`config.mk`:
```
export PLATFORM = sky130hd
export DESIGN_NAME = param_shift_line
export DESIGN_NICKNAME = d
export VERILOG_FILES = /design/src/rtl/shift_pkg.sv /design/src/rtl/shift_stage.sv /design/src/rtl/param_shift_line.sv
export SDC_FILE = /design/constraint.sdc
export NUM_CORES = 1
export LEC_CHECK = 0
export BUFFER_PORTS_ARGS = -buffer_cell sky130_fd_sc_hd__buf_2
export CAP_MARGIN = 20
export CORE_AREA = 10 10 96 98
export CTS_BUF_LIST = sky130_fd_sc_hd__clkbuf_16
export DETAILED_ROUTE_END_ITERATION = 10
export DIE_AREA = 0 0 106 108
export PLACE_DENSITY = 0.45
export SLEW_MARGIN = 0
export SYNTH_ARGS = -nofsm -noshare
export SYNTH_HDL_FRONTEND = slang
export SYNTH_SLANG_ARGS = --single-unit
```
`constraint.sdc`:
```
create_clock -name clk -period 3.3 [get_ports clk]
set_clock_uncertainty 0.2 [all_clocks]
set_input_delay 0.495 -clock clk [delete_from_list [all_inputs] [get_ports clk]]
set_output_delay 0.495 -clock clk [all_outputs]
set_load 0.02 [all_outputs]
```
`src/rtl/shift_pkg.sv`:
```
// Shared helpers for the parametrised shift delay line: derived widths and the stage index type.
package shift_pkg;

  typedef int unsigned stage_idx_t;

  // Tap select width; a 1-bit select is kept even for degenerate depths.
  function automatic int tap_w(input int depth);
    int w;
    w = $clog2(depth);
    return (w < 1) ? 1 : w;
  endfunction

  function automatic int occ_w(input int depth);
    return $clog2(depth + 1);
  endfunction

endpackage

```
`src/rtl/shift_stage.sv`:
```
// One stage of the delay line: WIDTH-bit data register plus its valid bit.
module shift_stage #(
  parameter int WIDTH = 4
) (
  input  logic             clk,
  input  logic             rst,
  input  logic             en,
  input  logic             clr_vld,
  input  logic [WIDTH-1:0] d,
  input  logic             d_vld,
  output logic [WIDTH-1:0] q,
  output logic             q_vld
);

  // Clearing valid leaves the data word untouched; flush only invalidates.
  always_ff @(posedge clk or negedge rst) begin
    if (!rst) begin
      q     <= '0;
      q_vld <= 1'b0;
    end else if (clr_vld) begin
      q_vld <= 1'b0;
    end else if (en) begin
      q     <= d;
      q_vld <= d_vld;
    end
  end

endmodule

```
`src/rtl/param_shift_line.sv`:
```
// Parametrised DEPTH-stage shift delay line with read tap, flush and optional occupancy tracking.
// Define SHIFT_OCC_EN to add the occ/full/empty ports and the occupancy counter.
module param_shift_line
  import shift_pkg::*;
#(
  parameter  int WIDTH = 4,
  parameter  int DEPTH = 9,
  localparam int TAP_W = tap_w(DEPTH),
  localparam int OCC_W = occ_w(DEPTH)
) (
  input  logic             clk,
  input  logic             rst,
  input  logic             shn,
  input  logic             flush,
  input  logic [WIDTH-1:0] si,
  input  logic             si_vld,
  input  logic [TAP_W-1:0] tap_sel,
  output logic [WIDTH-1:0] so,
  output logic             so_vld,
  output logic             so_take,
  output logic [WIDTH-1:0] so_tap,
  output logic             tap_vld
`ifdef SHIFT_OCC_EN
  ,
  output logic [OCC_W-1:0] occ,
  output logic             full,
  output logic             empty
`endif
);

  logic [DEPTH-1:0][WIDTH-1:0] data_q;
  logic [DEPTH-1:0]            vld_q;
  logic                        shift_en;

  assign shift_en = shn & ~flush;

  for (genvar g = 0; g < DEPTH; g++) begin : g_stage
    if (g == 0) begin : g_head
      shift_stage #(.WIDTH(WIDTH)) u_stage (
        .clk(clk), .rst(rst), .en(shift_en), .clr_vld(flush),
        .d(si), .d_vld(si_vld), .q(data_q[g]), .q_vld(vld_q[g])
      );
    end else begin : g_body
      shift_stage #(.WIDTH(WIDTH)) u_stage (
        .clk(clk), .rst(rst), .en(shift_en), .clr_vld(flush),
        .d(data_q[g-1]), .d_vld(vld_q[g-1]), .q(data_q[g]), .q_vld(vld_q[g])
      );
    end
  end

  assign so      = data_q[DEPTH-1];
  assign so_vld  = vld_q[DEPTH-1];
  assign so_take = shift_en & vld_q[DEPTH-1];

  // Out-of-range selects match no stage and fall through to the zero default.
  always_comb begin
    so_tap  = '0;
    tap_vld = 1'b0;
    for (stage_idx_t i = 0; i < stage_idx_t'(DEPTH); i++) begin
      if (tap_sel == TAP_W'(i)) begin
        so_tap  = data_q[i];
        tap_vld = vld_q[i];
      end
    end
  end

`ifdef SHIFT_OCC_EN
  logic [OCC_W-1:0] occ_q, occ_d;
  logic             enter;

  assign enter = shn & si_vld;

  // A word entering while another leaves keeps the count unchanged.
  always_comb begin
    occ_d = occ_q;
    if (flush)                 occ_d = '0;
    else if (enter && !so_take) occ_d = occ_q + 1'b1;
    else if (!enter && so_take) occ_d = occ_q - 1'b1;
  end

  always_ff @(posedge clk or negedge rst) begin
    if (!rst) occ_q <= '0;
    else      occ_q <= occ_d;
  end

  assign occ   = occ_q;
  assign full  = (occ_q == OCC_W'(DEPTH));
  assign empty = (occ_q == '0);
`endif

endmodule
```
==> flow_metrics.env <==
export IMPL_layout_min_cycle_time_ps=2680
export IMPL_fin_area_um2=2560
export IMPL_cp_arrival_ps=1990
export IMPL_synth_top_family_by_area="multiplexers"
export IMPL_slew_viol_final=0
export IMPL_cp_start_kind="input port"
export IMPL_crit_path_max_incr_delay_ps=490
export IMPL_portBuffers=23
export IMPL_grt_pass1_vias=1525
export IMPL_setup_tns_ps=0
export IMPL_drc=0
export IMPL_first_iter_violations=56
export IMPL_synth_adder_area_share=0
export IMPL_synth_fp_nets=208
export IMPL_ys_seq_elements=45
export IMPL_fp_dieW_um=106
export IMPL_setup_viol=0
export IMPL_pre_cts_ws_ps=590
export IMPL_ir_drop_uv=246
export IMPL_gp_congestion=0.760
export IMPL_track_usage=0.0839
export IMPL_path_class="input port to primary output"
export IMPL_synth_compound_area_frac=0.0938
export IMPL_vias=1445
export IMPL_antenna_found_initial=0
export IMPL_clk_latency_ps=280
export IMPL_die_y_um=108
export IMPL_synth_cell_types=25
export IMPL_cp_top_family="buffers and inverters"
export IMPL_viasPerCell=4.62
export IMPL_htreeDepth=2
export IMPL_crit_buf_inv=2
export IMPL_status="finished, violations left"
export IMPL_root_buffer="clkbuf_16"
export IMPL_path_common_cell="buf_2"
export IMPL_start_util=0.297
export IMPL_violations="negative hold slack"
export IMPL_n_antenna_cell=0
export IMPL_cts_tree="done"
export IMPL_finalPower_mw=1.86
export IMPL_pin_count=24
export IMPL_worstMarginPinSlew_ps=509
export IMPL_nets=223
export IMPL_cts_resized_gates=0
export IMPL_drt_pass1_iter_count=6
export IMPL_clkTransAtPathRegs_ps=60
export IMPL_p_leak_nw=1.14
export IMPL_placed_cell_area_um2=2350
export IMPL_syn_inst=195
export IMPL_period_share=0.813
export IMPL_syn_area_per_cell_um2=11.4
export IMPL_hold_viol=20
export IMPL_rows=32
export IMPL_whs_ps=-23.7
export IMPL_hold_class="input port to asynchronous set/reset pin"
export IMPL_synth_yosys_seq_area_share=0.508
export IMPL_area_growth_pct=15.8
export IMPL_crit_fanout=21
export IMPL_cp_required_ps=2600
export IMPL_wl_um=4600
export IMPL_drive_gt1_frac=0.332
export IMPL_power_density_nw_per_um2=727
export IMPL_critPathSlowestCell="nor3b_1"
export IMPL_cts_buffers=5
export IMPL_cts_buffer_depth=2
export IMPL_grt_setup_unrepaired="no"
export IMPL_yosys_area_share_simple=0.105
export IMPL_synth_xor_area_share=0
export IMPL_synthMuxAreaShare=0.236
export IMPL_path_cells="buf_2 > nor3b_1 > o2bb2ai_1 > o21ai_0 > a21oi_1 > buf_2"
export IMPL_grt_pass1_wl_um=7790
export IMPL_wl_per_cell_um=14.7
export IMPL_cap_violations=0
export IMPL_post_cts_setup_buffers=0
export IMPL_coreArea_um2=7450
export IMPL_antenna_left=0
export IMPL_grt_max_degree=46
export IMPL_overflow=0
export IMPL_slew_headroom=0.660
export IMPL_syn_area_um2=2210
export IMPL_setup_ws_ps=617
export IMPL_cts_hold_buf=0
export IMPL_clkSinkCount=45
export IMPL_critPathCaptureType="primary output"
export IMPL_fmax_ghz=0.373
export IMPL_hpwlAfterDp_um=3240
export IMPL_ys_warn_count=0
export IMPL_dieArea_um2=11400
[flip-flops by register name (all words and copies together) (netlist names)]
name                          cells
g_stage.g_body.u_stage.q_vld      8
g_stage.g_body.u_stage.q         32
g_stage.g_head.u_stage.q_vld      1
g_stage.g_head.u_stage.q          4
[cells in the mapped netlist]
cell / n / area, µm²
a21oi_1: 12 / 60.1
a221o_1: 2 / 20.0
a31oi_1: 1 / 6.26
buf_2: 7 / 35.0
buf_4: 5 / 37.5
buf_6: 3 / 33.8
clkbuf_1: 2 / 7.51
dfrtp_1: 45 / 1130
inv_1: 3 / 11.3
mux2_2: 34 / 383
mux2i_1: 14 / 140
nand2_1: 7 / 26.3
nand2b_1: 8 / 50.1
nand3b_1: 1 / 7.51
nand4b_1: 1 / 8.76
nor2_1: 23 / 86.3
nor2b_1: 1 / 6.26
nor3_1: 2 / 10.0
nor3b_1: 1 / 7.51
nor3b_2: 1 / 12.5
o21ai_0: 11 / 55.1
o22ai_1: 5 / 31.3
o2bb2ai_1: 4 / 35.0
or2_1: 1 / 6.26
or3b_4: 1 / 11.3
[final cells by class]
type / count / area, µm²
Tap cell: 102 / 128
Clock inverter: 3 / 65.1
Inverter: 3 / 11.3
Clock buffer: 5 / 125
Timing Repair Buffer: 25 / 143
Sequential cell: 45 / 1130
Multi-Input combinational cell: 130 / 966
Fill cell: 795 / 4880
[final timing paths]
| path | cells after the start | start | slack (ps) | endpoint |
|---|---|---|---|---|
| worst max-delay path | 6 | tap_sel[0] | 620 | so_tap[2] |
| worst min-delay path | 1 | rst | -20 | g_stage[3].g_body.u_stage.q[0] |
| worst max register to register | 1 | g_stage[1].g_body.u_stage.q[0] | 2320 | g_stage[1].g_body.u_stage.q[0] |
| worst min register to register | 1 | g_stage[7].g_body.u_stage.q[3] | 310 | g_stage[7].g_body.u_stage.q[3] |
| max in group asynchronous | 2 | rst | 2420 | g_stage[4].g_body.u_stage.q_vld |
| min in group clk | 2 | si[1] | 240 | g_stage[0].g_head.u_stage.q[1] |
[cell usage in the layout, fill, tap and decap left out, types with 5 or more instances in the layout]
master | synthesis | final
nand2_1 | 7 | 7
nor2_1 | 23 | 23
buf_2 | 7 | 23
mux2_2 | 34 | 34
o22ai_1 | 5 | 5
dfrtp_1 | 45 | 45
a21oi_1 | 12 | 12
clkbuf_16 | 0 | 5
nand2b_1 | 8 | 7
o21ai_0 | 11 | 11
mux2i_1 | 14 | 14
[per-stage QoR]
stage,cells,hold slack [ps],utilization
2_1_floorplan,195,-0.591,-
3_3_place_gp,304,290,0.316
3_5_place_dp,304,295,0.316
4_1_cts,312,232,0.342
5_1_grt,313,0.516,0.344
6_report,313,-23.7,0.344
[cells by family after synthesis]
kind of cell,count (synthesis)
DFF,45
AOI/OAI and AO/OA,35
muxes,48
buffers and inverters,20
and+or+nand+nor,47
[metal layers]
| metal | track usage | vias to the layer above | part of all wire | wire (µm) |
|---|---|---|---|---|
| li1 | - | 714 | - | - |
| met1 | 0.108 | 701 | 0.49 | 2260 |
| met2 | 0.132 | 24 | 0.46 | 2130 |
| met3 | 0.0220 | 6 | 0.031 | 142 |
| met4 | 0.0348 | 0 | 0.016 | 72 |
| met5 | 0 | - | 0 | 0 |
[power by group]
group | switching [mW] | internal, mW | leakage [nW]
combinational | 0.171 | 0.200 | 0.483
sequential | 0.126 | 0.726 | 0.561
clock | 0.209 | 0.432 | 0.0938
Note: power is estimated with default switching activity, not from simulation.
